`src/rtl/fifo_wr_arbiter_pkg.sv`:
```
// Shared definitions for the FIFO write-port arbiter: FSM encoding and
// the helper that sizes the grant index.
package fifo_arb_pkg;

  typedef enum logic [1:0] {
    IDLE = 2'd0,
    HOLD = 2'd1,
    ACK  = 2'd2
  } state_t;

  // Grant index width; a single requester still gets a 1-bit index.
  function automatic int grant_w(input int n);
    return (n < 2) ? 1 : $clog2(n);
  endfunction

endpackage

```
`src/rtl/fifo_wr_arbiter_if.sv`:
```
// Requester and FIFO write-port bundle for fifo_wr_arbiter.
//
// Handshake: a requester offers word i while req_valid[i] = 1 and req_mask[i] = 1.
// The arbiter latches one offered word and holds fifo_push/fifo_din steady until
// a cycle with fifo_stb = 1 and fifo_full = 0. The closing edge of that cycle is
// the FIFO capture edge. The arbiter then pulses req_ack[i] for exactly one clk,
// and the requester may update req_valid/req_data on that same edge.
interface fifo_wr_arbiter_if #(
  parameter int N_REQ = 4,
  parameter int DW    = 8
);
  logic [N_REQ-1:0]    req_valid;
  logic [N_REQ*DW-1:0] req_data;
  logic [N_REQ-1:0]    req_mask;
  logic [N_REQ-1:0]    req_ack;
  logic                fifo_stb;
  logic                fifo_full;
  logic                fifo_push;
  logic [DW-1:0]       fifo_din;

  modport master (
    input  req_valid, req_data, req_mask, fifo_stb, fifo_full,
    output req_ack, fifo_push, fifo_din
  );

  modport slave (
    output req_valid, req_data, req_mask, fifo_stb, fifo_full,
    input  req_ack, fifo_push, fifo_din
  );
endinterface

```
`src/rtl/fifo_wr_arbiter_rr_pick.sv`:
```
// Combinational round-robin picker: first eligible requester at or after
// ptr, wrapping from N_REQ-1 back to 0.
module rr_pick
  import fifo_arb_pkg::*;
#(
  parameter int N_REQ = 4,
  parameter int GW    = grant_w(N_REQ)
) (
  input  logic [N_REQ-1:0] eligible,
  input  logic [GW-1:0]    ptr,
  output logic             found,
  output logic [GW-1:0]    idx
);

  logic [GW-1:0] cand;

  always_comb begin
    found = 1'b0;
    idx   = '0;
    cand  = ptr;
    for (int k = 0; k < N_REQ; k++) begin
      if (!found && eligible[cand]) begin
        found = 1'b1;
        idx   = cand;
      end
      cand = (cand == GW'(N_REQ - 1)) ? '0 : cand + 1'b1;
    end
  end

endmodule

```
`src/rtl/fifo_wr_arbiter.sv`:
```
// Round-robin arbiter sharing one FIFO write port among N_REQ producers.
// One word per grant, held on the port until the FIFO's slow capture strobe.
module fifo_wr_arbiter
  import fifo_arb_pkg::*;
#(
  parameter int N_REQ = 4,
  parameter int DW    = 8,
  parameter int CNT_W = 16,
  localparam int GW   = grant_w(N_REQ)
) (
  input  logic                clk,
  input  logic                rst_n,
  fifo_wr_arbiter_if.master   bus,
  output logic [GW-1:0]       grant_id,
  output logic                busy,
  output logic [CNT_W-1:0]    commit_cnt,
  output logic [CNT_W-1:0]    stall_cnt,
  output state_t              state
);

  logic [GW-1:0]    rr_ptr;
  logic [N_REQ-1:0] eligible;
  logic             pick_found;
  logic [GW-1:0]    pick_idx;

  assign eligible = bus.req_valid & bus.req_mask;
  assign busy     = (state != IDLE);

  rr_pick #(
    .N_REQ (N_REQ),
    .GW    (GW)
  ) u_pick (
    .eligible (eligible),
    .ptr      (rr_ptr),
    .found    (pick_found),
    .idx      (pick_idx)
  );

  // rst_n is an active-high asynchronous reset; an in-flight word is dropped.
  always_ff @(posedge clk or posedge rst_n) begin
    if (rst_n) begin
      state         <= IDLE;
      rr_ptr        <= '0;
      grant_id      <= '0;
      bus.fifo_push <= 1'b0;
      bus.fifo_din  <= '0;
      bus.req_ack   <= '0;
      commit_cnt    <= '0;
      stall_cnt     <= '0;
    end else begin
      case (state)
        IDLE: begin
          bus.req_ack <= '0;
          if (pick_found) begin
            bus.fifo_din  <= bus.req_data[pick_idx*DW +: DW];
            grant_id      <= pick_idx;
            bus.fifo_push <= 1'b1;
            state         <= HOLD;
          end
        end
        HOLD: begin
          // Grant and data stay frozen until a non-full strobe commits the word.
          if (bus.fifo_stb && !bus.fifo_full) begin
            bus.fifo_push         <= 1'b0;
            bus.req_ack           <= '0;
            bus.req_ack[grant_id] <= 1'b1;
            if (commit_cnt != '1) commit_cnt <= commit_cnt + 1'b1;
            rr_ptr <= (grant_id == GW'(N_REQ - 1)) ? '0 : grant_id + 1'b1;
            state  <= ACK;
          end else if (bus.fifo_stb && bus.fifo_full) begin
            if (stall_cnt != '1) stall_cnt <= stall_cnt + 1'b1;
          end
        end
        ACK: begin
          bus.req_ack <= '0;
          state       <= IDLE;
        end
        default: begin
          bus.fifo_push <= 1'b0;
          bus.req_ack   <= '0;
          state         <= IDLE;
        end
      endcase
    end
  end

endmodule

```
`src/flat_wrapper.sv`:
```
// flat-port wrapper written by rule: the top's interface ports become plain ports
module fifo_wr_arbiter_flat import fifo_arb_pkg::*;
#(
  parameter int N_REQ = 4,
  parameter int DW    = 8,
  parameter int CNT_W = 16,
  localparam int GW   = grant_w(N_REQ)
)
  (clk, rst_n, grant_id, busy, commit_cnt, stall_cnt, state, bus_req_valid, bus_req_data, bus_req_mask, bus_fifo_stb, bus_fifo_full, bus_req_ack, bus_fifo_push, bus_fifo_din);
  fifo_wr_arbiter_if #(.N_REQ(N_REQ), .DW(DW)) bus_i ();
  input  logic clk;
  input  logic rst_n;
  output logic [GW-1:0] grant_id;
  output logic busy;
  output logic [CNT_W-1:0] commit_cnt;
  output logic [CNT_W-1:0] stall_cnt;
  output state_t state;
  input wire logic [$bits(bus_i.req_valid)-1:0] bus_req_valid;
  input wire logic [$bits(bus_i.req_data)-1:0] bus_req_data;
  input wire logic [$bits(bus_i.req_mask)-1:0] bus_req_mask;
  input wire logic [$bits(bus_i.fifo_stb)-1:0] bus_fifo_stb;
  input wire logic [$bits(bus_i.fifo_full)-1:0] bus_fifo_full;
  output wire logic [$bits(bus_i.req_ack)-1:0] bus_req_ack;
  output wire logic [$bits(bus_i.fifo_push)-1:0] bus_fifo_push;
  output wire logic [$bits(bus_i.fifo_din)-1:0] bus_fifo_din;
  assign bus_i.req_valid = bus_req_valid;
  assign bus_i.req_data = bus_req_data;
  assign bus_i.req_mask = bus_req_mask;
  assign bus_i.fifo_stb = bus_fifo_stb;
  assign bus_i.fifo_full = bus_fifo_full;
  assign bus_req_ack = bus_i.req_ack;
  assign bus_fifo_push = bus_i.fifo_push;
  assign bus_fifo_din = bus_i.fifo_din;
  fifo_wr_arbiter #(.N_REQ(N_REQ), .DW(DW), .CNT_W(CNT_W)) u_core (.clk(clk), .rst_n(rst_n), .bus(bus_i), .grant_id(grant_id), .busy(busy), .commit_cnt(commit_cnt), .stall_cnt(stall_cnt), .state(state));
endmodule
```
`config.mk`:
```
export PLATFORM = sky130hd
export DESIGN_NAME = fifo_wr_arbiter_flat
export DESIGN_NICKNAME = d
export VERILOG_FILES = /design/src/rtl/fifo_wr_arbiter_pkg.sv /design/src/rtl/fifo_wr_arbiter_if.sv /design/src/rtl/fifo_wr_arbiter_rr_pick.sv /design/src/rtl/fifo_wr_arbiter.sv /design/src/flat_wrapper.sv
export SDC_FILE = /design/constraint.sdc
export NUM_CORES = 1
export LEC_CHECK = 0
export CORE_MARGIN = 2
export CORE_UTILIZATION = 46
export CTS_CLUSTER_SIZE = 10
export DETAILED_ROUTE_END_ITERATION = 12
export GPL_ROUTABILITY_DRIVEN = 0
export PLACE_DENSITY_LB_ADDON = 0.2
export REMOVE_ABC_BUFFERS = 1
export SYNTH_ARGS = -nofsm -noshare
export SYNTH_HDL_FRONTEND = slang
export SYNTH_HIERARCHICAL = 1
export SYNTH_SLANG_ARGS = --single-unit
```
`constraint.sdc`:
```
create_clock -name clk -period 4.4 [get_ports clk]
set_clock_uncertainty 0.2 [all_clocks]
set_input_delay 0.66 -clock clk [delete_from_list [all_inputs] [get_ports clk]]
set_output_delay 0.66 -clock clk [all_outputs]
set_load 0.01 [all_outputs]
```
## After elaboration in Yosys (flattened, before gate mapping)

Index checks and enable logic that the tools add are counted.
Widths: inputs -> output; s select.

| storage, ports and cells | value |
|---|---|
| word-level logic and storage cells | 82 |
| output and inout bits | 50 |
| latch bits | 0 |
| memory bits (read-only) | 0 |
| memories kept | 0 |
| register bits | 51 |
| RAM bits | 0 |
| bits of input ports | 44 |

| cells by class | value |
|---|---|
| bitwise logic cells | 3 |
| $lt $le $gt $ge | 6 |
| multiplexer cells | 30 |
| reductions and logical operators | 18 |
| multiply operators | 0 |
| eq/ne operators | 10 |
| div/mod/pow operators | 0 |
| shifts and indexed selects | 1 |
| $add $sub $neg | 6 |

Operator list:

| kind | number |
|---|---|
| $add 16x1->16 const B | 2 |
| $ne 16x16->1 const B | 2 |
| $shiftx 32x6->8 | 1 |
| $mux 2 | 10 |
| $lt 2x3->1 const B | 5 |
| $mux 1 | 11 |
| $eq 2x2->1 const B | 5 |
| $add 2x1->2 const B | 4 |
| $bmux 1 s2 | 4 |
| $mux 4 | 2 |
| $logic_and 1x1->1 | 6 |
| $reduce_and 2->1 | 3 |
| $reduce_and 3->1 | 2 |
| $and 4x4->4 | 1 |
| $logic_not 1->1 | 4 |
| $ne 2x1->1 const B | 2 |
| $pmux 2 s2 | 1 |
| $reduce_and 4->1 | 1 |
| $pmux 1 s3 | 1 |
| $demux 1 s2 | 1 |
| $eq 2x1->1 const B | 1 |
| $ge 2x1->1 const B | 1 |
| $logic_not 2->1 | 1 |
| $not 1->1 | 2 |
| $reduce_bool 2->1 | 1 |

## Logic depth before layout (Yosys ltp)

Gate-level depths: netlist (run 1).

| depth | value |
|---|---|
| depth in word-level cells | 15 |
| gate-level depth with buffers | 11 |
| depth with buffers taken out | 9 |

## Hierarchy

Netlist (run 1), hierarchy kept.

Modules (own cells, without submodules):

| module | times used | cells an instance | sequential area each (um^2) | area an instance (um^2) |
|---|---|---|---|---|
| fifo_wr_arbiter | 1 | 217 | 1276.2 | 2555.0 |
| rr_pick | 1 | 41 | 0.0 | 285.3 |

## Worst setup path after synthesis (run 1)

OpenSTA, ideal clock, no wires.

| path | value |
|---|---|
| path kind | input-to-reg |
| start point | input port bus_req_valid[2] |
| end point | register u_core.bus.fifo_din[4] |
| arrival time | 3.041 ns |
| data required time | 4.075 ns |
| path slack | 1.034 ns |
| stages on the path | 9 |
| cell sequence | and2_1 > clkbuf_1 > or4_4 > a21oi_2 > a21o_1 > a221o_1 > clkbuf_1 > mux4_2 > mux2_2 |

| on the way | value |
|---|---|
| cells in the longest elaborated chain, start to end | 14 |
| elaborated cells on any way between the ends | 25 |
| classes of those cells | shift: 1; mux: 16; bitwise: 1; reduce/logical: 7 |

Ends and longest elaborated chain:

| what | RTL line | text |
|---|---|---|
| start: declaration | flat_wrapper.sv:18 | `input wire logic [$bits(bus_i.req_valid)-1:0] bus_req_valid;` |
| $and 4x4->4 * | fifo_wr_arbiter.sv:26 | `assign eligible = bus.req_valid & bus.req_mask;` |
| $bmux 1 s2 | fifo_wr_arbiter_rr_pick.sv:22 | `if (!found && eligible[cand]) begin` |
| $mux 1 (implied by the code) | fifo_wr_arbiter_rr_pick.sv:22 |  |
| $mux 1 | fifo_wr_arbiter_rr_pick.sv:22 |  |
| $logic_not 1->1 | fifo_wr_arbiter_rr_pick.sv:22 |  |
| $logic_and 1x1->1 | fifo_wr_arbiter_rr_pick.sv:22 |  |
| $mux 1 | fifo_wr_arbiter_rr_pick.sv:22 |  |
| $logic_not 1->1 | fifo_wr_arbiter_rr_pick.sv:22 |  |
| $logic_and 1x1->1 | fifo_wr_arbiter_rr_pick.sv:22 |  |
| $mux 1 | fifo_wr_arbiter_rr_pick.sv:22 |  |
| $logic_not 1->1 | fifo_wr_arbiter_rr_pick.sv:22 |  |
| $logic_and 1x1->1 | fifo_wr_arbiter_rr_pick.sv:22 |  |
| $mux 2 * | fifo_wr_arbiter_rr_pick.sv:22 |  |
| via u_core.pick_idx[0] | fifo_wr_arbiter.sv:24 | `logic [GW-1:0] pick_idx;` |
| $shiftx 32x6->8 * | fifo_wr_arbiter.sv:55 | `bus.fifo_din <= bus.req_data[pick_idx*DW +: DW];` |
| end signal: assignment | fifo_wr_arbiter.sv:55 |  |
| end: declaration | fifo_wr_arbiter_if.sv:23 | `output req_ack, fifo_push, fifo_din` |

The timed path passes the listed nets; every way through them passes the cells marked *. The select of a mux whose other input is x is not followed.
A chain may end at the register's enable or synchronous reset.

## Worst setup path in the final report (run 1)

| path | value |
|---|---|
| start point | register u_core.rr_ptr[0] |
| end point | register u_core.bus.fifo_din[6] |

| on the way | value |
|---|---|
| cells in the longest elaborated chain, start to end | 13 |
| elaborated cells on any way between the ends | 33 |
| classes of those cells | add/sub: 3; eq/ne: 3; shift: 1; mux: 19; reduce/logical: 7 |

Ends and longest elaborated chain:

| what | RTL line | text |
|---|---|---|
| start: declaration | fifo_wr_arbiter.sv:21 | `logic [GW-1:0] rr_ptr;` |
| start signal: assignment | fifo_wr_arbiter.sv:68 | `rr_ptr <= (grant_id == GW'(N_REQ - 1)) ? '0 : grant_id + 1'b1;` |
| parallel branches: the longest is 11 deep, another holds $add 2x1->2 | - |  |
| $mux 2 * | fifo_wr_arbiter_rr_pick.sv:22 |  |
| via u_core.pick_idx[0] | fifo_wr_arbiter.sv:24 |  |
| $shiftx 32x6->8 * | fifo_wr_arbiter.sv:55 |  |

Mark *: on every way through the listed nets, which the timed path passes. The select of a mux whose other input is x is not followed.

==> results.sh, run 1 <==
export IMPL_globalRoute_totalOverflow=0
export IMPL_tritoncts_clock_tree="yes"
export IMPL_antenna_left=0
export IMPL_i_o_pin_count=94
export IMPL_seqCellArea_um2=1276
export IMPL_timing_critical_path_from="u_core/rr_ptr[0]"
export IMPL_report_power_total_mw=1.993
export IMPL_crit_path_end_kind="register"
export IMPL_post_synth_num_cell_types=52
export IMPL_postSynth_topFlopCell="sky130_fd_sc_hd__dfrtp_1"
export IMPL_cpMaxStageDelayCell="sky130_fd_sc_hd__ha_1"
export IMPL_global_route_usage_total_pct=20.71
export IMPL_ctsHtreeMaxLevel=2
export IMPL_row_count=28
export IMPL_syn_mean_instance_area_um2=11.01
export IMPL_worst_setup_path_type="reg2reg"
export IMPL_final_hold_viol_count=0
export IMPL_post_cts_resize_count=0
export IMPL_initial_utilization_pct=47.69
export IMPL_worst_skew_late_latency_ps=300
export IMPL_period_share_pct=84.16
export IMPL_largest_net_degree_at_the_start_of_global_routing=52
export IMPL_critical_path_arrival_ps=3690
export IMPL_nets=402
export IMPL_timing_reg2reg_worst_path_depth=7
export IMPL_dpl_hpwl_mm=4.915
export IMPL_crit_chain="ha_1 > mux2i_1 > mux2i_1 > o32ai_1 > a221o_1 > mux4_2 > mux2_2"
export IMPL_cts_reportedPaths_clkPinSlew_ps=80
export IMPL_multi_input_logic_area_um2=1478
export IMPL_die_width_um=82.58
export IMPL_ant_diodes=0
export IMPL_max_slew_margin_rel_pct=29.57
export IMPL_portBuffers=93
export IMPL_fmaxAchievable_mhz=270.1
export IMPL_cts_post_setup_buffers_inserted=0
export IMPL_seq_total_area_yosys_pct=44.93
export IMPL_crit_buf_inv=0
export IMPL_cap_viol_max_count=0
export IMPL_p_leak_nw=1.730
export IMPL_worstPathMaxFanout=15
export IMPL_worst_hold_check_path_type="reg2reg"
export IMPL_drcViolationCount=0
export IMPL_drive_gt1_share_pct=10.26
export IMPL_drt_wl_total_mm=6.746
export IMPL_worstHoldStart="u_core/bus.fifo_push"
export IMPL_drt_first_iter_violations=87
export IMPL_cts_made_buffers=5
export IMPL_layout_fillers=480
export IMPL_grt_pass1_wl_mm=10.90
export IMPL_synth_async_sr_flop_share_pct=100.0
export IMPL_syn_inst=258
export IMPL_final_tns_setup_ps=0
export IMPL_cpMostUsedCell="sky130_fd_sc_hd__mux2i_1"
export IMPL_critical_path_top_delay_family="multiplexers"
export IMPL_cellPowerDensity_nw_per_um2=505.6
export IMPL_peakVddDrop_uv=346.8
export IMPL_crit_reg2reg_launch="u_core/rr_ptr[0]"
export IMPL_final_common_cell="sky130_fd_sc_hd__clkdlybuf4s50_1"
export IMPL_synthesis_yosys_warnings=6
export IMPL_most_common_layout_cells="sky130_fd_sc_hd__clkdlybuf4s50_1, sky130_fd_sc_hd__dfrtp_1, sky130_fd_sc_hd__xor2_1"
export IMPL_placeableCoreArea_um2=5956
export IMPL_fin_crit_ps=3703
export IMPL_dieHeight_um=82.58
export IMPL_cts_root_buffer="sky130_fd_sc_hd__clkbuf_8"
export IMPL_post_cts_hold_buffer_count=0
export IMPL_slowest_delay_ps=610
export IMPL_critical_path_startpoint_type="register"
export IMPL_timing_final_max_slew_violations=0
export IMPL_clock_tree_buffer_depth=2
export IMPL_first_global_vias=2348
export IMPL_synth_seq_cells=51
export IMPL_cell_depth_of_the_worst_setup_path=7
export IMPL_die_area_um2=6819
export IMPL_clkSinkCount=51
export IMPL_detail_route_wl_per_cell_um=15.84
export IMPL_max_slew_worst_pin_slew_ps=1055
export IMPL_status="completed"
export IMPL_critical_path_required_ps=4380
export IMPL_synth_cell_area_um2=2840
export IMPL_rsz0062_at_grt="no"
export IMPL_vias=2396
export IMPL_synth_edf_count=0
export IMPL_hold_path_cell_count=1
export IMPL_antenna_found_initial=0
export IMPL_drt_pre_antenna_iters=4
export IMPL_finalSetupViolCount=0
export IMPL_flow_area_growth_from_synthesis_pct=38.77
export IMPL_vias_per_cell=5.624
-- flip-flops by register name (all words and copies together), names as in the netlist --
name	cells
u_core/commit_cnt	16
u_core/stall_cnt	16
u_core/bus.fifo_din	8
u_core/bus.req_ack	4
u_core/grant_id	2
u_core/rr_ptr	2
u_core/state	2
u_core/bus.fifo_push	1
-- cell families (layout without fill, tap and decap cells) --
family                     after synthesis  count (layout)  synth area share (%)
and+or+nand+nor                         97              97                 19.82
DFF                                     51              51                 44.93
AOI/OAI and AO/OA                       29              29                 7.005
xor gates and xnor gates                29              29                 8.943
muxes                                   26              26                 13.17
buffers and inverters                   19             112                 3.040
adders and majority gates                7               7                 3.084
-- through the flow --
step	utilization (%)	instance area [um^2]	setup slack [ps]	hold WS (ps)	instances
CTS	66.18	3941	708.6	299.7	426
global placement	64.39	3835	708.2	265.5	419
floorplan	-	2788	1118	318.4	248
finish	66.18	3941	697.1	289.5	426
detailed placement	64.39	3835	649.7	278.9	419
global route	66.18	3941	374.3	308.8	426
-- where the power goes --
| group | switching [mW] | total [mW] | internal [mW] |
|---|---|---|---|
| sequential | 0.136 | 0.724 | 0.587 |
| combinational | 0.412 | 0.954 | 0.542 |
| clock | 0.148 | 0.315 | 0.166 |
-- final timing paths --
kind                            slack [ps]                     end
min in group asynchronous              730   u_core/commit_cnt[13]
worst min-delay path                   290    u_core/bus.fifo_push
worst max-delay path                   700  u_core/bus.fifo_din[6]
max in group asynchronous             2620        u_core/rr_ptr[1]
worst max register to register         700  u_core/bus.fifo_din[6]
worst min register to register         290    u_core/bus.fifo_push
-- synthesized netlist by cell type, drive strengths merged, types with 3 or more instances --
cell    number  area share [%]
inv          9             1.2
o21ai       11             1.9
mux2        11             4.4
nand3        8             1.4
buf          5             1.2
mux2i        7             2.5
nor4         8             2.3
nand4        9             2.0
dfrtp       51              45
mux4         8             6.3
xor2        27             8.3
nor3        11             1.9
ha           7             3.1
nor2        13             1.7
nand2       20             2.6
clkbuf       5            0.66
nor4b        3            0.93
nor3b        3            0.79
and2         5             1.1
-- layer usage --
metal	part of all wire [%]	global-route usage, %
met5	0	0
met4	1.2	5.574
met3	8.2	5.000
met2	47	34.60
met1	44	26.97
-- final cells by class --
type                            instances  area share (%)
Timing Repair Buffer                   96           24.19
Multi-Input combinational cell        188           37.49
Clock buffer                            5           1.746
Inverter                                9          0.8571
Tap cell                               75           2.381
Clock inverter                          2          0.9524
Sequential cell                        51           32.38
(Power assumes the default switching activity.)
==> run 2, diff against run 1 <==
==> constraint.sdc (replaced) <==
create_clock -name clk -period 3.6 [get_ports clk]
set_clock_uncertainty 0.2 [all_clocks]
set_input_delay 0.54 -clock clk [delete_from_list [all_inputs] [get_ports clk]]
set_output_delay 0.54 -clock clk [all_outputs]
set_load 0.01 [all_outputs]
==> results.sh, run 2 (synthesized netlist as in run 1, its figures left out) <==
export IMPL_largest_registers="u_core/commit_cnt: 16 flops, u_core/stall_cnt: 16 flops, u_core/bus.fifo_din: 8 flops"
export IMPL_timing_rr_end="u_core/bus.fifo_din[1]"
export IMPL_ff2ff_setup_slack_ps=220
export IMPL_die_area_um2=6819
export IMPL_fmaxAchievable_mhz=296.0
export IMPL_cpMaxStageDelayCell="sky130_fd_sc_hd__ha_1"
export IMPL_cap_viol_max_count=0
export IMPL_timing_critical_path_from="u_core/rr_ptr[1]"
export IMPL_drt_first_iter_violations=114
export IMPL_cts_post_setup_buffers_inserted=0
export IMPL_design_area_um2=3935
export IMPL_i_o_pin_count=94
export IMPL_grt_pass1_wl_mm=10.30
export IMPL_clock_tree_buffer_depth=2
export IMPL_crit_chain="ha_1 > mux2i_1 > mux2i_1 > o32ai_1 > a221o_1 > buf_4 > mux4_2 > mux2_2"
export IMPL_detail_route_wl_per_cell_um=15.47
export IMPL_status="completed"
export IMPL_slowest_delay_ps=570
export IMPL_p_leak_nw=1.731
export IMPL_drt_wl_total_mm=6.635
export IMPL_number_of_placed_instances_with_taps_included=421
export IMPL_max_slew_margin_rel_pct=28.48
export IMPL_flow_area_growth_from_synthesis_pct=38.55
export IMPL_finalSetupViolCount=0
export IMPL_largest_net_degree_at_the_start_of_global_routing=52
export IMPL_globalRoute_totalOverflow=0
export IMPL_critical_path_top_delay_family="multiplexers"
export IMPL_crit_buf_inv=1
export IMPL_row_count=28
export IMPL_ant_diodes=0
export IMPL_worstPathMaxFanout=13
export IMPL_worst_setup_path_type="reg2reg"
export IMPL_vias=2392
export IMPL_cts_made_buffers=5
export IMPL_die_width_um=82.58
export IMPL_timing_reg2reg_worst_path_depth=8
export IMPL_seqCellArea_um2=1276
export IMPL_tritoncts_clock_tree="yes"
export IMPL_cts_root_buffer="sky130_fd_sc_hd__clkbuf_8"
export IMPL_critical_path_required_ps=3590
export IMPL_ctsHtreeMaxLevel=2
export IMPL_timing_final_max_slew_violations=0
export IMPL_drt_pre_antenna_iters=4
export IMPL_hold_path_cell_count=1
export IMPL_nets=404
export IMPL_drive_gt1_share_pct=10.73
export IMPL_first_global_vias=2228
export IMPL_dpl_hpwl_mm=4.926
export IMPL_post_cts_hold_buffer_count=0
export IMPL_post_cts_resize_count=0
export IMPL_peakVddDrop_uv=413.6
export IMPL_placeableCoreArea_um2=5956
export IMPL_final_common_cell="sky130_fd_sc_hd__clkdlybuf4s50_1"
export IMPL_worstHoldStart="u_core/bus.fifo_push"
export IMPL_final_tns_setup_ps=0
export IMPL_fin_crit_ps=3378
export IMPL_dieHeight_um=82.58
export IMPL_final_hold_viol_count=0
export IMPL_antenna_left=0
export IMPL_portBuffers=93
export IMPL_postLayoutCoreUtil_pct=66.07
export IMPL_cpMostUsedCell="sky130_fd_sc_hd__mux2i_1"
export IMPL_crit_path_end_kind="register"
export IMPL_critical_path_startpoint_type="register"
export IMPL_worst_hold_path_endpoint="u_core/bus.fifo_push"
export IMPL_most_common_layout_cells="sky130_fd_sc_hd__clkdlybuf4s50_1, sky130_fd_sc_hd__dfrtp_1, sky130_fd_sc_hd__xor2_1"
export IMPL_initial_utilization_pct=47.69
export IMPL_post_layout_nonfiller_instances=429
export IMPL_multi_input_logic_area_um2=1478
export IMPL_cts_reportedPaths_clkPinSlew_ps=90
export IMPL_clkSinkCount=51
export IMPL_period_share_pct=93.84
export IMPL_critical_path_arrival_ps=3360
export IMPL_rsz0062_at_grt="no"
export IMPL_cellPowerDensity_nw_per_um2=609.0
export IMPL_vias_per_cell=5.576
export IMPL_place_area_um2=3850
export IMPL_layout_fillers=508
export IMPL_worst_hold_check_path_type="reg2reg"
export IMPL_global_route_usage_total_pct=19.61
export IMPL_max_slew_worst_pin_slew_ps=1073
export IMPL_worst_skew_late_latency_ps=300
export IMPL_antenna_found_initial=0
export IMPL_crit_reg2reg_launch="u_core/rr_ptr[1]"
export IMPL_drcViolationCount=0
[run 2: cell count changes in the layout (fill, tap and decap cells not counted), sizes merged]
cell | before | now
bufinv | 1 | 0
clkbuf | 5 | 6
buf | 3 | 5
clkinv | 0 | 1
[run 2: layout make-up]
type	count	share of cell area [%]
repair buffers	98	24.61
multi-input cells	188	37.55
clock inverters	2	0.3180
flip-flops and latches	51	32.43
clock buffers	6	1.844
inverters	9	0.8585
well taps	75	2.385
[run 2: worst max-delay path by stage]
stage                              to  slack [ps]  cells past startpoint
4_1_cts        u_core/bus.fifo_din[1]         230                      8
5_1_grt        u_core/bus.fifo_din[3]           6                      8
3_5_place_dp   u_core/bus.fifo_din[1]         150                      9
6_report       u_core/bus.fifo_din[1]         220                      8
2_1_floorplan  u_core/bus.fifo_din[0]         320                      7
3_3_place_gp   u_core/bus.fifo_din[4]         230                      9
[run 2: metrics by stage]
stage               total power, mW  setup WS [ps]  hold WS, ps
floorplan                     1.571          318.0        318.4
global placement              2.055          227.9        267.9
detailed placement            2.089          152.5        280.3
CTS                           2.418          234.5        302.4
global route                  2.560          5.514        320.2
finish                        2.396          221.9        300.1
[run 2: metal layers]
metal  vias to the layer above  global-route usage [%]  wire, um
li1                       1133                       -         -
met1                      1168                   26.50      2999
met2                        89                   31.77      2995
met3                         2                   5.217       620
met4                         0                   4.262        19
met5                         -                       0         0
[run 2: power by group]
part / total [mW] / internal (mW) / switching, mW
registers: 0.868 / 0.718 / 0.150
clock network: 0.322 / 0.136 / 0.186
logic: 1.21 / 0.679 / 0.528
